--- config.mk ---
export PLATFORM = sky130hd
export DESIGN_NAME = fft_seq_ctrl
export DESIGN_NICKNAME = d
export VERILOG_FILES = /design/src/rtl/fft_seq_ctrl.sv
export SDC_FILE = /design/constraint.sdc
export NUM_CORES = 1
export LEC_CHECK = 0
export ABC_CLOCK_PERIOD_IN_PS = 4000
export BUFFER_PORTS_ARGS = -buffer_cell sky130_fd_sc_hd__buf_2
export CORE_AREA = 4 4 60 62
export DETAILED_ROUTE_END_ITERATION = 8
export DIE_AREA = 0 0 64 66
export GPL_ROUTABILITY_DRIVEN = 1
export PLACE_DENSITY = 0.78
export SYNTH_ARGS = -nofsm -noshare
export SYNTH_HDL_FRONTEND = slang
export SYNTH_SLANG_ARGS = --single-unit
--- constraint.sdc ---
create_clock -name clk -period 4 [get_ports clk]
set_clock_uncertainty 0.05 [all_clocks]
set_input_delay 0.2 -clock clk [delete_from_list [all_inputs] [get_ports clk]]
set_output_delay 0.2 -clock clk [all_outputs]
set_load 0.01 [all_outputs]
--- src/rtl/fft_seq_ctrl.sv ---
`default_nettype none
// ============================================================================
// Module   : fft_seq_ctrl
// Brief    : Radix-2 DIT FFT sequencer; issues butterfly address/twiddle
//            pairs stage by stage with pipeline gaps and a final drain.
// Revision : 1.0 - initial release
// ============================================================================
module fft_seq_ctrl #(
    parameter  int N_POINTS     = 8,
    parameter  int BFLY_LATENCY = 2,
    localparam int LOG2N        = $clog2(N_POINTS),
    localparam int AW           = LOG2N
) (
    input  logic          clk,
    input  logic          n_rst,
    input  logic          fft_start,
    input  logic          fft_stall,
    input  logic          fft_abort,
    output logic          bfly_valid,
    output logic [AW-1:0] addr_a,
    output logic [AW-1:0] addr_b,
    output logic [AW-2:0] twiddle_idx,
    output logic [AW-1:0] stage,
    output logic          busy,
    output logic          fft_done
);

    localparam int            c_CW         = 4;
    localparam logic [AW-1:0] c_ONE        = AW'(1);
    localparam logic [AW-1:0] c_HALF       = AW'(N_POINTS / 2);
    localparam logic [AW-1:0] c_LAST_STAGE = AW'(LOG2N - 1);
    localparam logic [c_CW-1:0] c_LAT_M1   = c_CW'(BFLY_LATENCY - 1);

    generate
        if ((N_POINTS < 8) || (N_POINTS > 1024) || ((1 << LOG2N) != N_POINTS)) begin : g_bad_npoints
            $error("fft_seq_ctrl: N_POINTS must be a power of two in 8..1024");
        end
        if ((BFLY_LATENCY < 1) || (BFLY_LATENCY > 8)) begin : g_bad_latency
            $error("fft_seq_ctrl: BFLY_LATENCY must be in 1..8");
        end
    endgenerate

    typedef enum logic [2:0] {
        S_IDLE  = 3'd0,
        S_RUN   = 3'd1,
        S_GAP   = 3'd2,
        S_DRAIN = 3'd3,
        S_DONE  = 3'd4
    } state_t;

    state_t          r_state,  w_state_n;
    logic [AW-1:0]   r_k,      w_k_n;
    logic [AW-1:0]   r_stage,  w_stage_n;
    logic [c_CW-1:0] r_cnt,    w_cnt_n;
    logic            r_valid,  w_valid_n;
    logic [AW-1:0]   r_addr_a, w_addr_a_n;
    logic [AW-1:0]   r_addr_b, w_addr_b_n;
    logic [AW-2:0]   r_tw,     w_tw_n;

    logic            w_issue;
    logic [AW-1:0]   w_iss_k;
    logic [AW-1:0]   w_iss_stage;
    logic [AW-1:0]   w_half;
    logic [AW-1:0]   w_pos;
    logic [AW-1:0]   w_calc_a;
    logic [AW-1:0]   w_calc_b;
    logic [AW-2:0]   w_calc_tw;

    // Addressing for the butterfly about to be registered onto the outputs.
    always_comb begin
        w_half    = c_ONE << w_iss_stage;
        w_pos     = w_iss_k & (w_half - c_ONE);
        w_calc_a  = ((w_iss_k >> w_iss_stage) << (w_iss_stage + c_ONE)) | w_pos;
        w_calc_b  = w_calc_a + w_half;
        w_calc_tw = (AW-1)'(w_pos << (c_LAST_STAGE - w_iss_stage));
    end

    always_comb begin
        w_state_n   = r_state;
        w_k_n       = r_k;
        w_stage_n   = r_stage;
        w_cnt_n     = r_cnt;
        w_valid_n   = 1'b0;
        w_addr_a_n  = r_addr_a;
        w_addr_b_n  = r_addr_b;
        w_tw_n      = r_tw;
        w_issue     = 1'b0;
        w_iss_k     = r_k;
        w_iss_stage = r_stage;

        case (r_state)
            S_IDLE: begin
                if (fft_start) begin
                    w_state_n   = S_RUN;
                    w_issue     = 1'b1;
                    w_iss_k     = '0;
                    w_iss_stage = '0;
                end
            end
            S_RUN: begin
                if (fft_abort) begin
                    w_state_n = S_IDLE;
                end else if (r_k == c_HALF) begin
                    // Every butterfly of this stage has been presented.
                    w_state_n = (r_stage == c_LAST_STAGE) ? S_DRAIN : S_GAP;
                    w_cnt_n   = c_LAT_M1;
                end else if (!fft_stall) begin
                    w_issue = 1'b1;
                end
            end
            S_GAP: begin
                if (fft_abort) begin
                    w_state_n = S_IDLE;
                end else if (r_cnt == '0) begin
                    w_state_n   = S_RUN;
                    w_issue     = 1'b1;
                    w_iss_k     = '0;
                    w_iss_stage = r_stage + c_ONE;
                end else begin
                    w_cnt_n = r_cnt - c_CW'(1);
                end
            end
            S_DRAIN: begin
                if (fft_abort) begin
                    w_state_n = S_IDLE;
                end else if (r_cnt == '0) begin
                    w_state_n = S_DONE;
                end else begin
                    w_cnt_n = r_cnt - c_CW'(1);
                end
            end
            S_DONE: begin
                w_state_n = S_IDLE;
            end
            default: begin
                w_state_n = S_IDLE;
            end
        endcase

        if (w_issue) begin
            w_valid_n  = 1'b1;
            w_k_n      = w_iss_k + c_ONE;
            w_stage_n  = w_iss_stage;
            w_addr_a_n = w_calc_a;
            w_addr_b_n = w_calc_b;
            w_tw_n     = w_calc_tw;
        end
    end

    always_ff @(posedge clk or negedge n_rst) begin
        if (!n_rst) begin
            r_state  <= S_IDLE;
            r_k      <= '0;
            r_stage  <= '0;
            r_cnt    <= '0;
            r_valid  <= 1'b0;
            r_addr_a <= '0;
            r_addr_b <= '0;
            r_tw     <= '0;
        end else begin
            r_state  <= w_state_n;
            r_k      <= w_k_n;
            r_stage  <= w_stage_n;
            r_cnt    <= w_cnt_n;
            r_valid  <= w_valid_n;
            r_addr_a <= w_addr_a_n;
            r_addr_b <= w_addr_b_n;
            r_tw     <= w_tw_n;
        end
    end

    assign bfly_valid  = r_valid;
    assign addr_a      = r_addr_a;
    assign addr_b      = r_addr_b;
    assign twiddle_idx = r_tw;
    assign stage       = r_stage;
    assign busy        = (r_state != S_IDLE);
    assign fft_done    = (r_state == S_DONE);

endmodule
`default_nettype wire

==> results of run 1 <==
[area by class of cell]
class                           count  area (um^2)
Sequential cell                    22          551
Tap cell                           44         55.1
Multi-Input combinational cell    117          846
Inverter                           13         48.8
Fill cell                         269         1400
Timing Repair Buffer               20          108
Clock buffer                        3         22.5
[stage by stage]
step	setup slack (ns)	util [%]	instance area [um^2]	power (mW)
2_1_floorplan	0.553	-	1460	0.656
3_3_place_gp	0.433	52.2	1580	0.743
3_5_place_dp	0.299	52.2	1580	0.758
4_1_cts	0.244	53.3	1610	0.861
5_1_grt	0.0443	53.8	1630	0.935
6_report	0.274	53.8	1630	0.861
[power groups by stage]
stage               combinational, mW  clock [mW]  sequential (mW)
finish                          0.402       0.103            0.356
floorplan                       0.295           0            0.361
detailed placement              0.397           0            0.361
global route                    0.452       0.110            0.372
CTS                             0.404       0.101            0.356
global placement                0.386           0            0.357
[cells in the mapped netlist, types with 2 or more instances]
master,count
a21oi_1,6
a31oi_1,2
and3_1,2
and4_1,2
buf_6,2
clkbuf_1,2
dfrtp_1,22
ha_1,11
inv_1,8
inv_2,4
mux2_2,3
nand2_1,14
nand3_1,7
nand3b_1,2
nand4_1,2
nor2_1,21
nor3_1,2
nor4b_1,2
o21ai_0,2
o21ai_1,4
or3_1,2
xnor2_1,4
xor2_1,2
[kinds of logic after synthesis]
family                   synth area share, %
multiplexers                            3.76
AND/OR/NAND/NOR                         26.9
AO/OA/AOI/OAI                           11.6
XOR/XNOR                                3.59
buffers and inverters                   5.73
flip-flops                              37.6
adder cells (fa/ha/maj)                 10.8
[flip-flops by register name, indices dropped and copies added, names as in the netlist]
name	cells
r_cnt	4
addr_a	3
addr_b	3
r_k	3
r_state	3
stage	3
twiddle_idx	2
bfly_valid	1
[timing repair]
item | in CTS | in global routing
gates resized for setup | 0 | 2
hold buffers | 1 | 0
endpoints found under the setup margin | 0 | 1
hold endpoints to repair | 22 | 0
[layer usage]
layer / global-route usage (%) / routed length, um
met5: 0 / 0
met4: 9.43 / 76
met3: 1.02 / 57
met2: 26.8 / 1480
met1: 18.2 / 1330
[how the worst max path moves through the flow]
stage | end | start
2_1_floorplan | addr_b[2]$_DFFE_PN0P_ | r_cnt[0]$_DFFE_PN0P_
6_report | addr_b[2]$_DFFE_PN0P_ | r_cnt[0]$_DFFE_PN0P_
3_3_place_gp | addr_b[2]$_DFFE_PN0P_ | r_cnt[0]$_DFFE_PN0P_
4_1_cts | addr_b[2]$_DFFE_PN0P_ | r_cnt[0]$_DFFE_PN0P_
3_5_place_dp | addr_b[2]$_DFFE_PN0P_ | r_cnt[0]$_DFFE_PN0P_
5_1_grt | addr_b[2]$_DFFE_PN0P_ | r_cnt[0]$_DFFE_PN0P_
[worst max-delay path, cell delays in order, from the launching register on]
cell,delay (ns)
dfrtp_1,0.41
inv_1,0.11
ha_1,0.19
or3b_1,0.44
or4_1,0.51
and3_1,0.30
nand2_1,0.17
ha_1,0.27
nor2_1,0.14
nor2_1,0.08
fa_1,0.41
xor2_1,0.19
and3_1,0.20
o31ai_2,0.18
==> flow_summary.yaml, run 1 <==
finish:
  final_cell_mix: "22 x dfrtp_1, 21 x nor2_1, 18 x buf_2"
  n_antenna_cell: 0
  instances_no_fill: 219
  area_growth_pct: 11.5
  layout-drive-gt1-share_pct: 21.7
  layout_commonest_cell: "dfrtp_1"
  final_nets: 194
pwr:
  ir_worst_vdd_v: 0.000211
  p_int_mw: 0.498
  power-per-cell-area_nw_per_um2: 528
  p_comb_share_pct: 46.7
  p_switching_mw: 0.363
  switching_share_pct: 42.1
  power_leakage_nw: 0.777
  p_clk_share_pct: 11.9
  p_seq_share_pct: 41.4
grt:
  grtUsageTotal_pct: 15.3
  grt_start_max_net_pins: 23
  gr-total-overflow: 0
  grt_pass1_vias: 1187
  grt_pass1_wl_um: 5130
  antenna_found_initial: 0
synth:
  avgSynthCellArea_um2: 9.32
  yosysUniqueCellTypes: 52
  ys_seq_area_share_pct: 37.6
  synth-seq-cells: 22
  postSynthCellCount: 157
  syn-num-nets: 174
  synth-async-reset-ratio_pct: 100
  synth_top_area_share_pct: 37.6
  ys.flop_type: "dfrtp_1"
  yosys.area.top_type: "dfrtp_1"
  synth_edf_count: 0
  syn-cell-area_um2: 1460
  yosysWarnings: 0
  synthTopCellsByArea: "dfrtp_1 38%, ha_1 9.4%, nor2_1 5.4%"
worst_setup_path:
  critPathKind: "reg2reg"
  path_max_fanout: 6
  r2r_cells: 13
  r2r_end: "addr_b[2]$_DFFE_PN0P_"
  crit_arrival_ns: 3.90
  start_kind: "flop"
  r2r_start: "r_cnt[0]$_DFFE_PN0P_"
  crit_path_end_kind: "flop"
  required_ns: 4.17
  reg2reg_slack_ns: 0.27
clocking:
  clock_latency_ns: 0.31
  cts_setup_buffers: 0
  cts_made_buffers: 3
  cts_htree_levels: 1
  cts_root_buf: "clkbuf_4"
  cts_tree: "done"
  clk_pin_slew_ns: 0.12
  clk_path_buf_depth: 2
  cts_sinks: 22
min_path:
  hp-class: "in2reg"
  holdPathEnd: "r_k[0]$_DFFE_PN0P_"
  worstHoldPathCells: 4
  hold_path.startpoint: "fft_stall"
drt:
  dr.pass1.iters: 4
  drc: 0
  final_antenna_net_count: 0
  viasPerCell: 5.47
  wl_per_cell_um: 13.5
  vias: 1197
  routed_wl_um: 2950
  drtIter0Drc: 29
floorplanning:
  core_area_um2: 3030
  dieWidth_um: 64
  rows: 20
  die_h_um: 66
  io_pins: 19
  start_util_pct: 48.3
  die_area_um2: 4220
sta:
  hold_ws_ns: 0.192
  grt_setup_unrepaired: "no"
  fmax_ghz: 0.268
  fin_crit_sh_pct: 93.2
  slew-limit-headroom_pct: 53.8
  worstMarginPinSlew_ns: 0.690
  setup_violations: 0
  post-route-min-period_ns: 3.73
  hold_violations: 0
  setup_tns_ns: 0
  finalMaxSlewViolations: 0
place:
  globalplace.congestion: 0.799
  dp_cells: 215
  dp_hpwl_um: 2230
  port_buffers: 18
outcome:
  status: "complete, no violations"
job:
  cap_viol_max_count: 0
Note: power is estimated with default switching activity, not from simulation.
==> run 2: changes to the inputs <==
- CORE_AREA: 4 4 60 62 -> 4 4 56 58
- CTS_BUF_LIST: default -> sky130_fd_sc_hd__clkbuf_16
- DIE_AREA: 0 0 64 66 -> 0 0 60 62
- PLACE_DENSITY: 0.78 -> 0.87
==> run 2 against run 1 <==
  * Count of clock-buffer cells in the layout unchanged
  * Worst setup slack worse by 0.034 ns
  * Highest routed layer unchanged
  * Worst hold slack improved by 0.095 ns
  * First-iteration DRC count increased by 110%
  * Largest cell class unchanged
  * Die area decreased by 12%
  * Register-to-register slack got worse by 0.03 ns
==> flow_summary.yaml, run 2 (synthesized netlist as in run 1, its figures left out) <==
outcome:
  status: "complete, no violations"
finish:
  top_register: "r_cnt"
  n_antenna_cell: 0
  multi_input_area_um2: 842
  nFillCells: 218
  final_nets: 193
  final_cell_mix: "22 x dfrtp_1, 21 x nor2_1, 18 x buf_2"
  largest_reg_flops: 4
  layout_commonest_cell: "dfrtp_1"
  layout-drive-gt1-share_pct: 21.1
  area_growth_pct: 13.4
  seq_area_um2: 551
pwr:
  power-per-cell-area_nw_per_um2: 603
  ir_worst_vdd_v: 0.000421
  power_leakage_nw: 0.793
  power.total_mw: 1.00
worst_setup_path:
  crit_chain: "inv_1, ha_1, or4b_4, nand3_1, nand3_1, ha_1, nand3b_4, o32ai_2, ha_1, inv_1, fa_1, xor2_1, and3_1, o31ai_2"
  cp_top_family: "adder cells"
  cpPeakStageDelay_ns: 0.50
  r2r_end: "addr_b[2]$_DFFE_PN0P_"
  start_kind: "flop"
  reg2reg_slack_ns: 0.24
  critPathKind: "reg2reg"
  required_ns: 4.12
  r2r_cells: 14
  crit_path_end_kind: "flop"
  r2r_start: "r_cnt[0]$_DFFE_PN0P_"
  path_max_fanout: 6
  crit_arrival_ns: 3.88
  crit_path_frequent_cell: "ha_1"
  slowest_stage: "or4b_4"
  cp_num_buf_inv: 2
clocking:
  clk_pin_slew_ns: 0.06
  cts_tree: "done"
  cts_sinks: 22
  clk_path_buf_depth: 2
  cts_made_buffers: 3
  cts_setup_buffers: 0
  clock_latency_ns: 0.26
  cts_root_buf: "clkbuf_16"
  cts_htree_levels: 1
sta:
  worstMarginPinSlew_ns: 0.718
  grt_setup_unrepaired: "no"
  setup_violations: 0
  hold_violations: 0
  hold_ws_ns: 0.287
  slew-limit-headroom_pct: 51.9
  fmax_ghz: 0.266
  post-route-min-period_ns: 3.76
  setup_tns_ns: 0
  fin_crit_sh_pct: 94.0
  setup_ws_ns: 0.240
  finalMaxSlewViolations: 0
drt:
  drc: 0
  final_antenna_net_count: 0
  dr.pass1.iters: 4
  viasPerCell: 5.89
  routed_wl_um: 3310
  vias: 1213
  drtIter0Drc: 60
  wl_per_cell_um: 16.1
min_path:
  hp-class: "in2reg"
  hold_path.startpoint: "fft_stall"
  holdPathEnd: "r_k[0]$_DFFE_PN0P_"
  worstHoldPathCells: 4
floorplanning:
  die_area_um2: 3720
  dieWidth_um: 60
  rows: 19
  die_h_um: 62
  core_area_um2: 2660
  start_util_pct: 54.9
  io_pins: 19
grt:
  grt_pass1_wl_um: 5680
  gr-total-overflow: 0
  grt_pass1_vias: 1243
  grtUsageTotal_pct: 20.5
  antenna_found_initial: 0
  grt_start_max_net_pins: 23
place:
  port_buffers: 18
  globalplace.congestion: 0.925
  dp_hpwl_um: 2380
  post-place-ws_ns: 0.232
job:
  cap_viol_max_count: 0
run 2: worst max path at each step:
stage                              start                    end  slack (ns)  depth (start not counted)
finish              r_cnt[0]$_DFFE_PN0P_  addr_b[2]$_DFFE_PN0P_        0.24                         14
global route        r_cnt[0]$_DFFE_PN0P_  addr_b[2]$_DFFE_PN0P_        0.02                         14
detailed placement  r_cnt[0]$_DFFE_PN0P_  addr_b[2]$_DFFE_PN0P_        0.23                         14
floorplan           r_cnt[0]$_DFFE_PN0P_  addr_b[2]$_DFFE_PN0P_        0.55                         14
CTS                 r_cnt[0]$_DFFE_PN0P_  addr_b[2]$_DFFE_PN0P_        0.16                         14
global placement    r_cnt[0]$_DFFE_PN0P_  addr_b[2]$_DFFE_PN0P_        0.44                         14
run 2: final cells by class:
class	count	share of cell area, %
Multi-Input combinational cell	117	50.8
Sequential cell	22	33.2
Timing Repair Buffer	19	6.03
Clock buffer	3	4.52
Inverter	13	2.94
Tap cell	31	2.34
Clock inverter	1	0.226
run 2: routing by layer:
layer	vias up	global-route usage [%]	wire (um)
li1	590	-	-
met1	582	25.3	1400
met2	31	34.7	1690
met3	10	2.48	132
met4	0	11.4	91
met5	-	0	0
run 2: timing repair:
action,4_1_cts,5_1_grt
endpoints found under the setup margin,0,1
resized for setup,0,2
hold buffers,1,0
endpoints found under the hold margin,22,0
run 2: power by group:
group / internal, mW / total [mW] / switching, mW / leakage [nW]
sequential: 0.296 / 0.367 / 0.0712 / 0.277
clock: 0.134 / 0.217 / 0.0837 / 0.0385
combinational: 0.172 / 0.416 / 0.244 / 0.478
total: 0.601 / 1.00 / 0.399 / 0.793
run 2: metrics by stage:
stage | util, % | instances | area [um^2]
after global routing | 62.3 | 206 | 1660
after CTS | 61.8 | 206 | 1650
after global placement | 58.5 | 201 | 1560
after floorplan | - | 157 | 1460
final | 62.3 | 206 | 1660
after detailed placement | 58.5 | 201 | 1560
run 2: worst reg2reg max path: cells and delay by family, from the launching register on:
kind            cells  cell delay, ns
compound gates      2            0.47
simple gates        5            1.16
fa+ha+maj           4            1.24
flops               1            0.40
buf+inv             2            0.17
xor+xnor            1            0.19
==> run 3: changes to the inputs <==
- ABC_CLOCK_PERIOD_IN_PS: 4000 -> default
- CORE_AREA: 4 4 56 58 -> 4 4 54 61
- DIE_AREA: 0 0 60 62 -> 0 0 58 65
- PLACE_DENSITY: 0.87 -> 0.85
==> run 3 against run 2 <==
  * Utilization fell by 1.2 points
  * Die area rose by 1.3%
  * Via count fell by 0.49%
  * First-iteration DRC count fell by 22%
  * Cell count rose by 0.49%
  * Sequential cell count did not move
  * Register-to-register slack got worse by 0.04 ns
  * Power fell by 2.5%
  * Sequential power fell by 1%
  * Critical path type unchanged
  * Largest power group unchanged
==> flow_summary.yaml, run 3 (synthesized netlist as in run 1, its figures left out) <==
drt:
  viasPerCell: 5.83
  routed_wl_um: 3100
  drtIter0Drc: 47
  final_antenna_net_count: 0
  vias: 1207
  dr.pass1.iters: 4
  drc: 0
  wl_per_cell_um: 15.0
worst_setup_path:
  r2r_start: "r_cnt[0]$_DFFE_PN0P_"
  start_kind: "flop"
  crit_path_end_kind: "flop"
  path_max_fanout: 6
  critPathKind: "reg2reg"
  setup.worst_path.start: "r_cnt[0]$_DFFE_PN0P_"
  crit_arrival_ns: 3.91
  required_ns: 4.12
sta:
  fin_crit_sh_pct: 94.9
  setup_violations: 0
  hold_violations: 0
  worstMarginPinSlew_ns: 0.720
  setup_ws_ns: 0.203
  fmax_ghz: 0.263
  finalMaxSlewViolations: 0
  post-route-min-period_ns: 3.80
  setup_tns_ns: 0
  slew-limit-headroom_pct: 51.8
grt:
  grt_pass1_vias: 1215
  grt_pass1_wl_um: 5350
  grt_start_max_net_pins: 23
  gr-total-overflow: 0
  grtUsageTotal_pct: 18.0
  antenna_found_initial: 0
clocking:
  cts_htree_levels: 1
  cts_made_buffers: 3
  clk_path_buf_depth: 2
  clk_pin_slew_ns: 0.06
  cts_tree: "done"
  cts_root_buf: "clkbuf_16"
  cts_sinks: 22
  clock_latency_ns: 0.25
pwr:
  power-per-cell-area_nw_per_um2: 590
  power_leakage_nw: 0.790
  ir_worst_vdd_v: 0.000280
min_path:
  hp-class: "in2reg"
  hold_path.startpoint: "fft_stall"
place:
  dp_hpwl_um: 2240
  port_buffers: 18
  globalplace.congestion: 0.826
  post-place-ws_ns: 0.247
floorplanning:
  start_util_pct: 54.1
  die_area_um2: 3770
  core_area_um2: 2700
  io_pins: 19
  rows: 20
  die_h_um: 65
  dieWidth_um: 58
finish:
  n_antenna_cell: 0
  layout_commonest_cell: "dfrtp_1"
  top_register: "r_cnt"
  final_nets: 193
  area_growth_pct: 12.9
  largest_reg_flops: 4
  layout-drive-gt1-share_pct: 20.7
  final_cell_mix: "22 x dfrtp_1, 21 x nor2_1, 18 x buf_2"
outcome:
  status: "complete, no violations"
job:
  cap_viol_max_count: 0
==> run 3: repair_timing <==
| item | in CTS | in global routing |
|---|---|---|
| resized for setup | 0 | 1 |
| buffers inserted | 0 | 0 |
| hold buffers | 1 | 0 |
| endpoints found under the setup margin | 0 | 1 |
| hold endpoints to repair | 22 | 0 |
==> run 3: power by group <==
group / switching [mW] / total, mW / internal, mW
Sequential: 0.0668 / 0.362 / 0.296
Combinational: 0.232 / 0.401 / 0.169
Clock: 0.0789 / 0.211 / 0.132
==> run 3: final cells by class <==
type / instances / area [um^2]
clock buffer: 3 / 75.1
fill: 214 / 1050
inverter: 13 / 48.8
multi-input combinational: 117 / 836
sequential: 22 / 551
tap: 33 / 41.3
timing repair buffer: 19 / 100
==> run 3: worst paths after layout <==
| path | end | slack (ns) | cells after the start |
|---|---|---|---|
| setup / recovery | addr_b[2]$_DFFE_PN0P_ | 0.20 | 14 |
| setup reg to reg | addr_b[2]$_DFFE_PN0P_ | 0.20 | 14 |
| hold / removal | r_k[0]$_DFFE_PN0P_ | 0.24 | 4 |
| hold reg to reg | addr_b[0]$_DFFE_PN0P_ | 0.41 | 2 |
| min in group asynchronous | stage[0]$_DFFE_PN0P_ | 0.40 | 2 |
| max in group asynchronous | addr_b[1]$_DFFE_PN0P_ | 3.15 | 2 |
==> run 3: metal layers <==
layer / up-vias / global-route usage, % / routed length, um
li1: 589 / - / -
met1: 595 / 21.9 / 1420
met2: 17 / 30.8 / 1530
met3: 6 / 3.19 / 100
met4: 0 / 7.54 / 51
met5: - / 0 / 0
==> run 3: worst max-delay path: stages, from the launching register on <==
cell and delay [ns]:
dfrtp_1 0.40, inv_1 0.11, ha_1 0.18, or4b_4 0.49, nand3_1 0.13, nand3_1 0.25
ha_1 0.46, nand3b_4 0.11, o32ai_2 0.34, ha_1 0.21, inv_1 0.05, fa_1 0.37
xor2_1 0.19, and3_1 0.20, o31ai_2 0.17
==> run 3: stage by stage <==
stage	area [um^2]	cells	hold slack (ns)	utilization, %	total power [mW]
finish	1650	207	0.239	61.1	0.974
global route	1650	207	0.274	61.1	1.05
CTS	1640	207	0.243	60.8	0.971
detailed placement	1560	203	0.151	57.7	0.758
global placement	1560	203	0.131	57.7	0.738
floorplan	1460	157	-0.146	-	0.656
